**config.mk**
```make
export PLATFORM = sky130hd
export DESIGN_NAME = uart_tx_param
export DESIGN_NICKNAME = d
export VERILOG_FILES = /design/src/rtl/uart_tx_param_pkg.sv /design/src/rtl/uart_tx_fifo.sv /design/src/rtl/uart_tx_param.sv
export SDC_FILE = /design/constraint.sdc
export NUM_CORES = 1
export LEC_CHECK = 0
export ABC_CLOCK_PERIOD_IN_PS = 3190
export BUFFER_PORTS_ARGS = -buffer_cell sky130_fd_sc_hd__buf_2
export CAP_MARGIN = 20
export CORE_ASPECT_RATIO = 0.5
export CORE_UTILIZATION = 60
export CTS_CLUSTER_SIZE = 10
export DETAILED_ROUTE_END_ITERATION = 7
export PLACE_DENSITY = 0.79
export SKIP_CTS_REPAIR_TIMING = 1
export SLEW_MARGIN = 25
export SYNTH_ARGS = -nofsm -noshare
export SYNTH_HDL_FRONTEND = slang
export SYNTH_SLANG_ARGS = --single-unit
```
**constraint.sdc**
```tcl
create_clock -name clock -period 3.19 [get_ports clock]
set_input_delay 0 -clock clock [delete_from_list [all_inputs] [get_ports clock]]
set_output_delay 0 -clock clock [all_outputs]
set_load 0.02 [all_outputs]
```
**src/rtl/uart_tx_param_pkg.sv**
```systemverilog
// Shared encodings for the UART TX path: parity modes and framer FSM states.
// Pure constants and helpers; no latency or backpressure of its own.
// Shared by the TX framer today and the RX path later.
package uart_tx_param_pkg;

   localparam logic [1:0] PAR_NONE = 2'b00;
   localparam logic [1:0] PAR_ODD  = 2'b01;
   localparam logic [1:0] PAR_EVEN = 2'b10;

   localparam logic [2:0] IDLE   = 3'd0;
   localparam logic [2:0] START  = 3'd1;
   localparam logic [2:0] DATA   = 3'd2;
   localparam logic [2:0] PARITY = 3'd3;
   localparam logic [2:0] STOP   = 3'd4;

   // 2'b11 is a second encoding of "no parity"
   function automatic logic par_enabled(input logic [1:0] mode);
      case (mode)
         PAR_ODD, PAR_EVEN: return 1'b1;
         PAR_NONE:          return 1'b0;
         default:           return 1'b0;
      endcase
   endfunction

endpackage

```
**src/rtl/uart_tx_fifo.sv**
```systemverilog
// Synchronous FIFO, power-of-two depth, head word visible on rd_data while non-empty.
// Latency: a pushed word is readable the cycle after the push.
// Backpressure: push while full and pop while empty are ignored; push and pop together both occur.
module uart_tx_fifo #(
   parameter int WIDTH = 8,
   parameter int DEPTH = 4
) (
   input  logic                     clock,
   input  logic                     reset_n,
   input  logic                     push,
   input  logic [WIDTH-1:0]         wr_data,
   input  logic                     pop,
   output logic [WIDTH-1:0]         rd_data,
   output logic                     full,
   output logic                     empty,
   output logic [$clog2(DEPTH):0]   level
);
   localparam int AW = $clog2(DEPTH);
   localparam logic [AW:0] FULL_LVL = (AW+1)'(DEPTH);

   logic [WIDTH-1:0] mem [DEPTH];
   logic [AW-1:0]    wr_ptr;
   logic [AW-1:0]    rd_ptr;
   logic             do_push;
   logic             do_pop;

   assign full    = (level == FULL_LVL);
   assign empty   = (level == '0);
   assign do_push = push && !full;
   assign do_pop  = pop && !empty;
   assign rd_data = mem[rd_ptr];

   always_ff @(posedge clock) begin
      if (do_push) mem[wr_ptr] <= wr_data;
   end

   always_ff @(posedge clock or negedge reset_n) begin
      if (!reset_n) begin
         wr_ptr <= '0;
         rd_ptr <= '0;
         level  <= '0;
      end else begin
         if (do_push) wr_ptr <= wr_ptr + 1'b1;
         if (do_pop)  rd_ptr <= rd_ptr + 1'b1;
         case ({do_push, do_pop})
            2'b10:   level <= level + 1'b1;
            2'b01:   level <= level - 1'b1;
            default: level <= level;
         endcase
      end
   end

endmodule

```
**src/rtl/uart_tx_param.sv**
```systemverilog
// Buffered UART transmitter: FIFO-fed framer with parity and stop count latched per frame.
// Latency: a word popped in an IDLE cycle drives the start bit from the next cycle.
// Backpressure: in_ready = FIFO not full; one IDLE cycle separates back-to-back frames.
module uart_tx_param #(
   parameter int CLOCK_DIV  = 104,
   parameter int DATA_BITS  = 8,
   parameter int FIFO_DEPTH = 4
) (
   input  logic                          clock,
   input  logic                          reset_n,
   input  logic [DATA_BITS-1:0]          in_data,
   input  logic                          in_valid,
   output logic                          in_ready,
   input  logic [1:0]                    parity_mode,
   input  logic                          two_stop,
   output logic                          tx,
   output logic                          busy,
   output logic                          tx_done,
   output logic [$clog2(FIFO_DEPTH):0]   fifo_level
);
   import uart_tx_param_pkg::*;

   localparam logic [15:0] DIV_M1   = 16'(CLOCK_DIV - 1);
   localparam logic [3:0]  LAST_BIT = 4'(DATA_BITS - 1);

   logic [2:0]           state;
   logic [15:0]          baud_cnt;
   logic [3:0]           bit_idx;
   logic [DATA_BITS-1:0] shift;
   logic                 par_en;
   logic                 par_bit;
   logic                 stop2;
   logic                 bit_end;
   logic                 last_stop;
   logic                 fifo_pop;
   logic                 fifo_full;
   logic                 fifo_empty;
   logic [DATA_BITS-1:0] head;

   uart_tx_fifo #(.WIDTH(DATA_BITS), .DEPTH(FIFO_DEPTH)) u_fifo (
      .clock   (clock),
      .reset_n (reset_n),
      .push    (in_valid),
      .wr_data (in_data),
      .pop     (fifo_pop),
      .rd_data (head),
      .full    (fifo_full),
      .empty   (fifo_empty),
      .level   (fifo_level)
   );

   assign bit_end   = (baud_cnt == DIV_M1);
   assign last_stop = (bit_idx == {3'b000, stop2});
   assign fifo_pop  = (state == IDLE) && !fifo_empty;
   assign in_ready  = !fifo_full;
   assign busy      = (state != IDLE) || !fifo_empty;
   assign tx_done   = (state == STOP) && bit_end && last_stop;

   // tx is registered and loaded with the level of the state being entered
   always_ff @(posedge clock or negedge reset_n) begin
      if (!reset_n) begin
         state    <= IDLE;
         baud_cnt <= '0;
         bit_idx  <= '0;
         shift    <= '0;
         par_en   <= 1'b0;
         par_bit  <= 1'b0;
         stop2    <= 1'b0;
         tx       <= 1'b1;
      end else begin
         if (state != IDLE) baud_cnt <= bit_end ? 16'd0 : baud_cnt + 16'd1;
         case (state)
            IDLE: begin
               if (fifo_pop) begin
                  shift    <= head;
                  par_en   <= par_enabled(parity_mode);
                  par_bit  <= (parity_mode == PAR_EVEN) ? ^head : ~^head;
                  stop2    <= two_stop;
                  baud_cnt <= '0;
                  bit_idx  <= '0;
                  tx       <= 1'b0;
                  state    <= START;
               end
            end
            START: begin
               if (bit_end) begin
                  tx    <= shift[0];
                  state <= DATA;
               end
            end
            DATA: begin
               if (bit_end) begin
                  shift <= shift >> 1;
                  if (bit_idx == LAST_BIT) begin
                     bit_idx <= '0;
                     tx      <= par_en ? par_bit : 1'b1;
                     state   <= par_en ? PARITY : STOP;
                  end else begin
                     bit_idx <= bit_idx + 4'd1;
                     tx      <= shift[1];
                  end
               end
            end
            PARITY: begin
               if (bit_end) begin
                  bit_idx <= '0;
                  tx      <= 1'b1;
                  state   <= STOP;
               end
            end
            STOP: begin
               if (bit_end) begin
                  if (last_stop) begin
                     bit_idx <= '0;
                     state   <= IDLE;
                  end else begin
                     bit_idx <= bit_idx + 4'd1;
                  end
               end
            end
            default: begin
               tx    <= 1'b1;
               state <= IDLE;
            end
         endcase
      end
   end

endmodule

```
======== After elaboration in Yosys (flattened, before gate mapping) ========
Memories as Yosys holds them, arrays and structs flattened.
Cells that the tools add are included.
storage, ports and cells
  register bits after elaboration ......... 42
  latch bits .............................. 0
  RAM bits ................................ 32
  bits in read-only memories .............. 0
  memories kept ........................... 1
memories
  memory      words  bits a word  rd ports  clocked after Yosys merged registers in  write ports  line                source
  u_fifo.mem  4      8            1         0                                        1            uart_tx_fifo.sv:21  logic [WIDTH-1:0] mem [DEPTH];
operators by class
  add/sub/neg operators ................... 6
  multipliers ............................. 0
  div/mod/pow operators ................... 0
  $lt $le $gt $ge ......................... 0
  eq/ne operators ......................... 19
  shifts and indexed selects .............. 0
  multiplexer cells ....................... 35
  bitwise logic cells ..................... 1
  reductions and logical operators ........ 22
operators with widths
  operator                                                          number
  16-bit two-way mux                                                4
  3-bit two-way mux                                                 8
  4-bit two-way mux                                                 6
  16-bit by 1-bit adder with 16-bit output, second input constant   1
  16-bit by 7-bit == test with 1-bit output, second input constant  1
  8-bit two-way mux                                                 2
  4-bit case mux with 4 select lines                                1
  8-bit case mux with 2 select lines                                1
  3-bit case mux with 5 select lines                                1
  2-bit != test, second input constant                              6
  1-bit two-way mux                                                 10
  5-bit AND reduction                                               2
  8-bit XNOR reduction                                              1
  8-bit XOR reduction                                               1
  7-bit AND reduction                                               1
  3-bit by 2-bit == test with 1-bit output, second input constant   2
  3-bit == test, second input constant                              2
  3-bit zero test                                                   2
  3-bit case mux with 2 select lines                                1
  1-bit logical AND                                                 5
  1-bit case mux with 5 select lines                                1
  2-bit by 1-bit adder with 2-bit output, second input constant     2
  4-bit by 1-bit adder with 4-bit output, second input constant     1
  2-bit by 1-bit == test with 1-bit output, second input constant   2
  16 further kinds                                                  19

======== Depth between registers and ports, before layout ========
  depth in word-level cells ............... 6
  mapped depth ............................ 10
  mapped depth without buffers ............ 10

======== Modules after synthesis ========
From an unflattened synthesis, not the netlist that was laid out.
unflattened totals
  cells, all modules ...................... 299
  area, all modules ....................... 3,679.8 µm²
by module, submodules not included
  module         times used  cells an instance  area an instance (µm²)  sequential area each (µm²)
  uart_tx_param  1           220                2,087.0                 877.1
  uart_tx_fifo   1           79                 1,592.8                 1,136.1

======== Worst setup path before layout ========
Ideal clock, no wire load.
  path kind ............................... register -> register
  start ................................... reg state[1]
  end ..................................... reg u_fifo.level[2]
  setup time .............................. 80 ps
  arrival time ............................ 2,499 ps
  required time ........................... 3,110 ps
  setup slack ............................. 611 ps
  stages on the path, launching flop included .. 11
  cell sequence ........................... dfrtp_1 -> clkbuf_1 -> nor3_1 -> o31a_1 -> buf_2 -> ha_1 -> inv_1 -> fa_1 -> xor2_1 -> nor2_1 -> xor2_1
between the ends
  cells in the longest elaborated chain, start to end .. 5
  elaborated cells between the ends (all ways) .. 7
  those cells by class .................... 2 x eq/ne; 1 x mux; 4 x reduce/logical
ends and longest elaborated chain
  element                                                                           line                 source
  start: declaration                                                                uart_tx_param.sv:26  logic [2:0] state;
  start signal: assignment                                                          uart_tx_param.sv:97  state <= par_en ? PARITY : STOP;
  3-bit zero test (*)                                                               uart_tx_param.sv:54  assign fifo_pop = (state == IDLE) && !fifo_empty;
  1-bit logical AND (*)                                                             uart_tx_param.sv:54
  1-bit logical AND (*)                                                             uart_tx_fifo.sv:30   assign do_pop = pop && !empty;
  net u_fifo.do_pop                                                                 uart_tx_fifo.sv:25   logic do_pop;
  2-bit by 1-bit == test with 1-bit output / 2-bit == test (equally long branches)  uart_tx_fifo.sv:45   case ({do_push, do_pop})
  3-bit case mux with 2 select lines / 2-bit nonzero test (equally long branches)   -
  end signal: assignment                                                            uart_tx_fifo.sv:46   2'b10: level <= level + 1'b1;
  end signal: assignment                                                            uart_tx_fifo.sv:47   2'b01: level <= level - 1'b1;
  end signal: assignment                                                            uart_tx_fifo.sv:48   default: level <= level;
  end: declaration                                                                  uart_tx_fifo.sv:16   output logic [$clog2(DEPTH):0] level
Mark *: on every way through the listed nets, which the timed path passes. The rest lies on a longest branch.
A chain may end at the register's enable or synchronous reset.

======== Worst setup path in the final report ========
  start ................................... reg u_fifo.rd_ptr[0]
  end ..................................... reg par_bit
between the ends
  cells in the longest elaborated chain, start to end .. 3
  elaborated cells between the ends (all ways) .. 4
  those cells by class .................... 1 x mux; 2 x reduce/logical; 1 x memory
ends and longest elaborated chain
  element                                                             line                 source
  start: declaration                                                  uart_tx_fifo.sv:23   logic [AW-1:0] rd_ptr;
  start signal: assignment                                            uart_tx_fifo.sv:44   if (do_pop) rd_ptr <= rd_ptr + 1'b1;
  memory 4 x 8 bit (*)                                                -
  8-bit XNOR reduction / 8-bit XOR reduction (equally long branches)  uart_tx_param.sv:77  par_bit <= (parity_mode == PAR_EVEN) ? ^head : ~^head;
  1-bit two-way mux (*)                                               uart_tx_param.sv:77
  end signal: assignment                                              uart_tx_param.sv:77
  end: declaration                                                    uart_tx_param.sv:31  logic par_bit;
Mark *: on every way between the ends. The rest lies on a longest branch, timed or not.

==> metrics.md <==
| Metric | Value |
|---|---|
| Gate Count Post-Synth | roughly 300 |
| Placed cell areas | between 3000 and 4000 um2 |
| Total Power | roughly 4 mW |
| Number of port buffers | 20 |
| Post-route ant nets | 0 |
| CTS tree | yes |
| Gpl congestion | 0.851 |
| Clk Tree Root Cell | clkbuf_16 |
| HP Class | primary input to flip-flop |
| First-pass DRT Iterations | 5 |
| Clock power share | approximately a quarter |
| Fin. Hold Viols | 0 |
| Main flop type after synthesis | dfrtp_1 |
| Pwr/cell area | just under 1000 nW/um2 |
| Worst-path fanout max | 10 |
| Synth Net Count | about 330 |
| Area growth, synth to finish | 15.5% |
| Filler cells | approximately 370 |
| Core ar. | roughly 5600 um2 |
| Worst path bufs/invs | 0 |
| WL/cell | roughly 17 um |
| Synth warnings | 0 |
| # clock sinks | between 70 and 80 |
| Die width | 111 um |
| Number of synthesized flops with an enable pin | 32 |
| Longest Clk Path Bufs | 2 |
| Final worst slack | slightly above 0.8 ns |
| Comb power frac | 38.1% |
| Syn avg cell area | roughly 12 um2 |
| Post-synth cell types | 49 |
| Vias in the first global route | 2512 |
| Nets@finish | about 360 |
| Total wire length | slightly above 7000 um |
| Outcome | finished, final reports clean |
| Final setup violation count | 0 |
| Unrepaired setup endpoints after global routing | no |
| Critical Path RT | about 3.4 ns |
| Post-route DRC | 0 |
| IO Pins | 21 |
| Max cap viols | 0 |
| Total GRT Usage | between 20 and 30% |
| Final Cycle Share | about three quarters |
| Starting Density | between 60% and 70% |
| Net Sw Frac | roughly 37% |
| Seq pwr share | ~38% |
| CP dominant cell by count | xnor2_1 |
| Row count | 19 |
| Flop and latch count out of synthesis | 74 |
| Layout cell share with drive strength beyond 1 | 16.4% |
| Cell area after synthesis | 3570 um2 |
| Commonest non-fill, non-tap cells in the layout | dfrtp_1 (41), o21ai_0 (33), edfxtp_1 (32), nand2_1 (25), buf_2 (19) |
| Total gr overflow | 0 |
| Setup TNS | 0 ns |
| Asr flop ratio synth | a little under three fifths |
| LEAKAGE | 1.68 nW |
| Post-Place Worst Slack | 0.886 ns |
| Initial antenna violation count | 0 |
| Type of destination of the critical path | flip-flop |
| DP Cell Count | slightly below 400 |
| Max IR drop VDD | 0.000651 V |
| Post-DP HPWL | roughly 4500 um |
| FMAX | ~0.42 GHz |
| CP max stage cell | dfrtp_1 |
| Largest net degree at the start of global routing | 43 |
| Die H | roughly 57 um |
| Layout Skew | ~0.0071 ns |
| Die ar. | 6290 um2 |
| Commonest non-fill, non-tap cell in the layout | dfrtp_1 |
| Clock Latency Late Sink | roughly 0.34 ns |
| H-tree level count | 3 |
| Max incr delay on CP | 0.71 ns |
| Antenna diode count | 0 |
| Fin util | 73.6% |
| Crit-path leading delay family | XOR/XNOR gates |
| Max Slew Vio Count | 0 |
| Worst hold margin | 0.0382 ns |
| Worst Tran Pin Value | about 0.85 ns |
| Vias per cell | roughly 6.1 |
| Min cycle time layout | 2.39 ns |
| Post-route insts no fill | 414 |
| Routed vias | 2536 |
| Global-route wire length before repair | around 12000 um |
| Worst Setup Start Kind | flip-flop |
| P_int | roughly 2.5 mW |
| Initial DRC count | ~140 |
| Worst path cell trace | mux4_2 -> xnor2_1 -> xnor3_1 -> xnor2_1 -> a21oi_1 |
| Final instance area | approximately 4100 um2 |
| Crit path kind | flip-flop to flip-flop |
| Register area share after synthesis | between 50% and 60% |
| Psw | between 1 and 1.5 mW |
| Rel. slew slack | between 40 and 50% |
| Crit path DAT | between 2 and 3 ns |
| Total CTS buffers | 9 |
| Clock Pin Slew Worst Setup and Hold Paths | ~0.060 ns |
-- area by class of cell --
| cell class | count | area [um2] | share of cell area (%) |
|---|---|---|---|
| clock inverters | 6 | 50.0 | 1.21 |
| flip-flops and latches | 74 | 2010 | 48.8 |
| well taps | 73 | 91.3 | 2.21 |
| repair buffers | 34 | 235 | 5.70 |
| clock buffers | 10 | 239 | 5.79 |
| multi-input cells | 203 | 1450 | 35.0 |
| inverters | 14 | 52.6 | 1.27 |
-- registers in the layout (all words and copies together), names as in the netlist --
register	cells
par_en	1
baud_cnt	16
shift	8
u_fifo.level	3
tx	1
bit_idx	4
u_fifo.mem	32
u_fifo.wr_ptr	2
state	3
stop2	1
u_fifo.rd_ptr	2
par_bit	1
-- worst paths after layout --
path,slack (ns),from,cells after the start,end
setup reg to reg,0.80,u_fifo.rd_ptr[0],5,par_bit
hold / removal,0.04,parity_mode[0],4,par_en
min in group asynchronous,0.20,reset_n,2,bit_idx[3]
max in group asynchronous,2.62,reset_n,2,tx
setup / recovery,0.80,u_fifo.rd_ptr[0],5,par_bit
hold reg to reg,0.48,shift[4],2,shift[4]
-- cell usage after synthesis, drive strengths merged, types with 2 or more instances --
| cell | n | area share (%) |
|---|---|---|
| or3 | 6 | 1.1 |
| nand3 | 11 | 1.5 |
| ha | 8 | 2.8 |
| nand3b | 3 | 0.63 |
| mux4 | 8 | 5.0 |
| buf | 6 | 0.98 |
| nor4 | 3 | 0.95 |
| nand4 | 2 | 0.35 |
| dfrtp | 41 | 29 |
| nor2 | 12 | 1.3 |
| a21oi | 14 | 2.0 |
| nand2b | 2 | 0.35 |
| xor2 | 6 | 1.5 |
| or2 | 3 | 0.53 |
| or4 | 3 | 0.74 |
| o31ai | 3 | 0.77 |
| nor3 | 11 | 1.7 |
| o211ai | 3 | 0.63 |
| inv | 14 | 1.5 |
| nand2 | 25 | 2.6 |
| edfxtp | 32 | 27 |
| o21ai | 36 | 5.0 |
| a22o | 3 | 0.74 |
| and2 | 2 | 0.35 |
| clkbuf | 7 | 0.74 |
| mux2i | 9 | 2.5 |
| a211oi | 3 | 0.63 |
| and3 | 7 | 1.2 |
| xnor2 | 8 | 2.0 |
-- kinds of logic (layout without fill, tap and decap cells) --
logic type	Yosys count	after routing	share of synthesized area [%]
buffers and inverters	27	64	3.19
muxes	18	18	7.88
DFF	74	74	56.3
xor gates and xnor gates	15	15	4.06
AOI/OAI and AO/OA	68	68	11.2
and+or+nand+nor	93	93	14.0
adders and majority gates	9	9	3.36
-- metal layers --
metal / global-route usage (%) / wire, um / vias to the layer above
li1: - / - / 1188
met5: 0 / 0 / -
met4: 13.3 / 174 / 0
met1: 30.4 / 3100 / 1236
met3: 7.78 / 381 / 21
met2: 41.3 / 3550 / 91
-- worst register-to-register path, cell delays in order (launching register included) --
cell	delay, ns
dfrtp_1	0.71
mux4_2	0.63
xnor2_1	0.19
xnor3_1	0.43
xnor2_1	0.21
a21oi_1	0.10
-- power groups by stage --
stage / registers (mW) / logic [mW] / clock network, mW
after floorplan: 1.42 / 1.22 / 0
after global placement: 1.51 / 1.40 / 0
after detailed placement: 1.52 / 1.47 / 0
after CTS: 1.51 / 1.51 / 0.975
after global routing: 1.55 / 1.67 / 1.02
final: 1.51 / 1.52 / 0.960
Note: power is estimated with default switching activity, not from simulation.
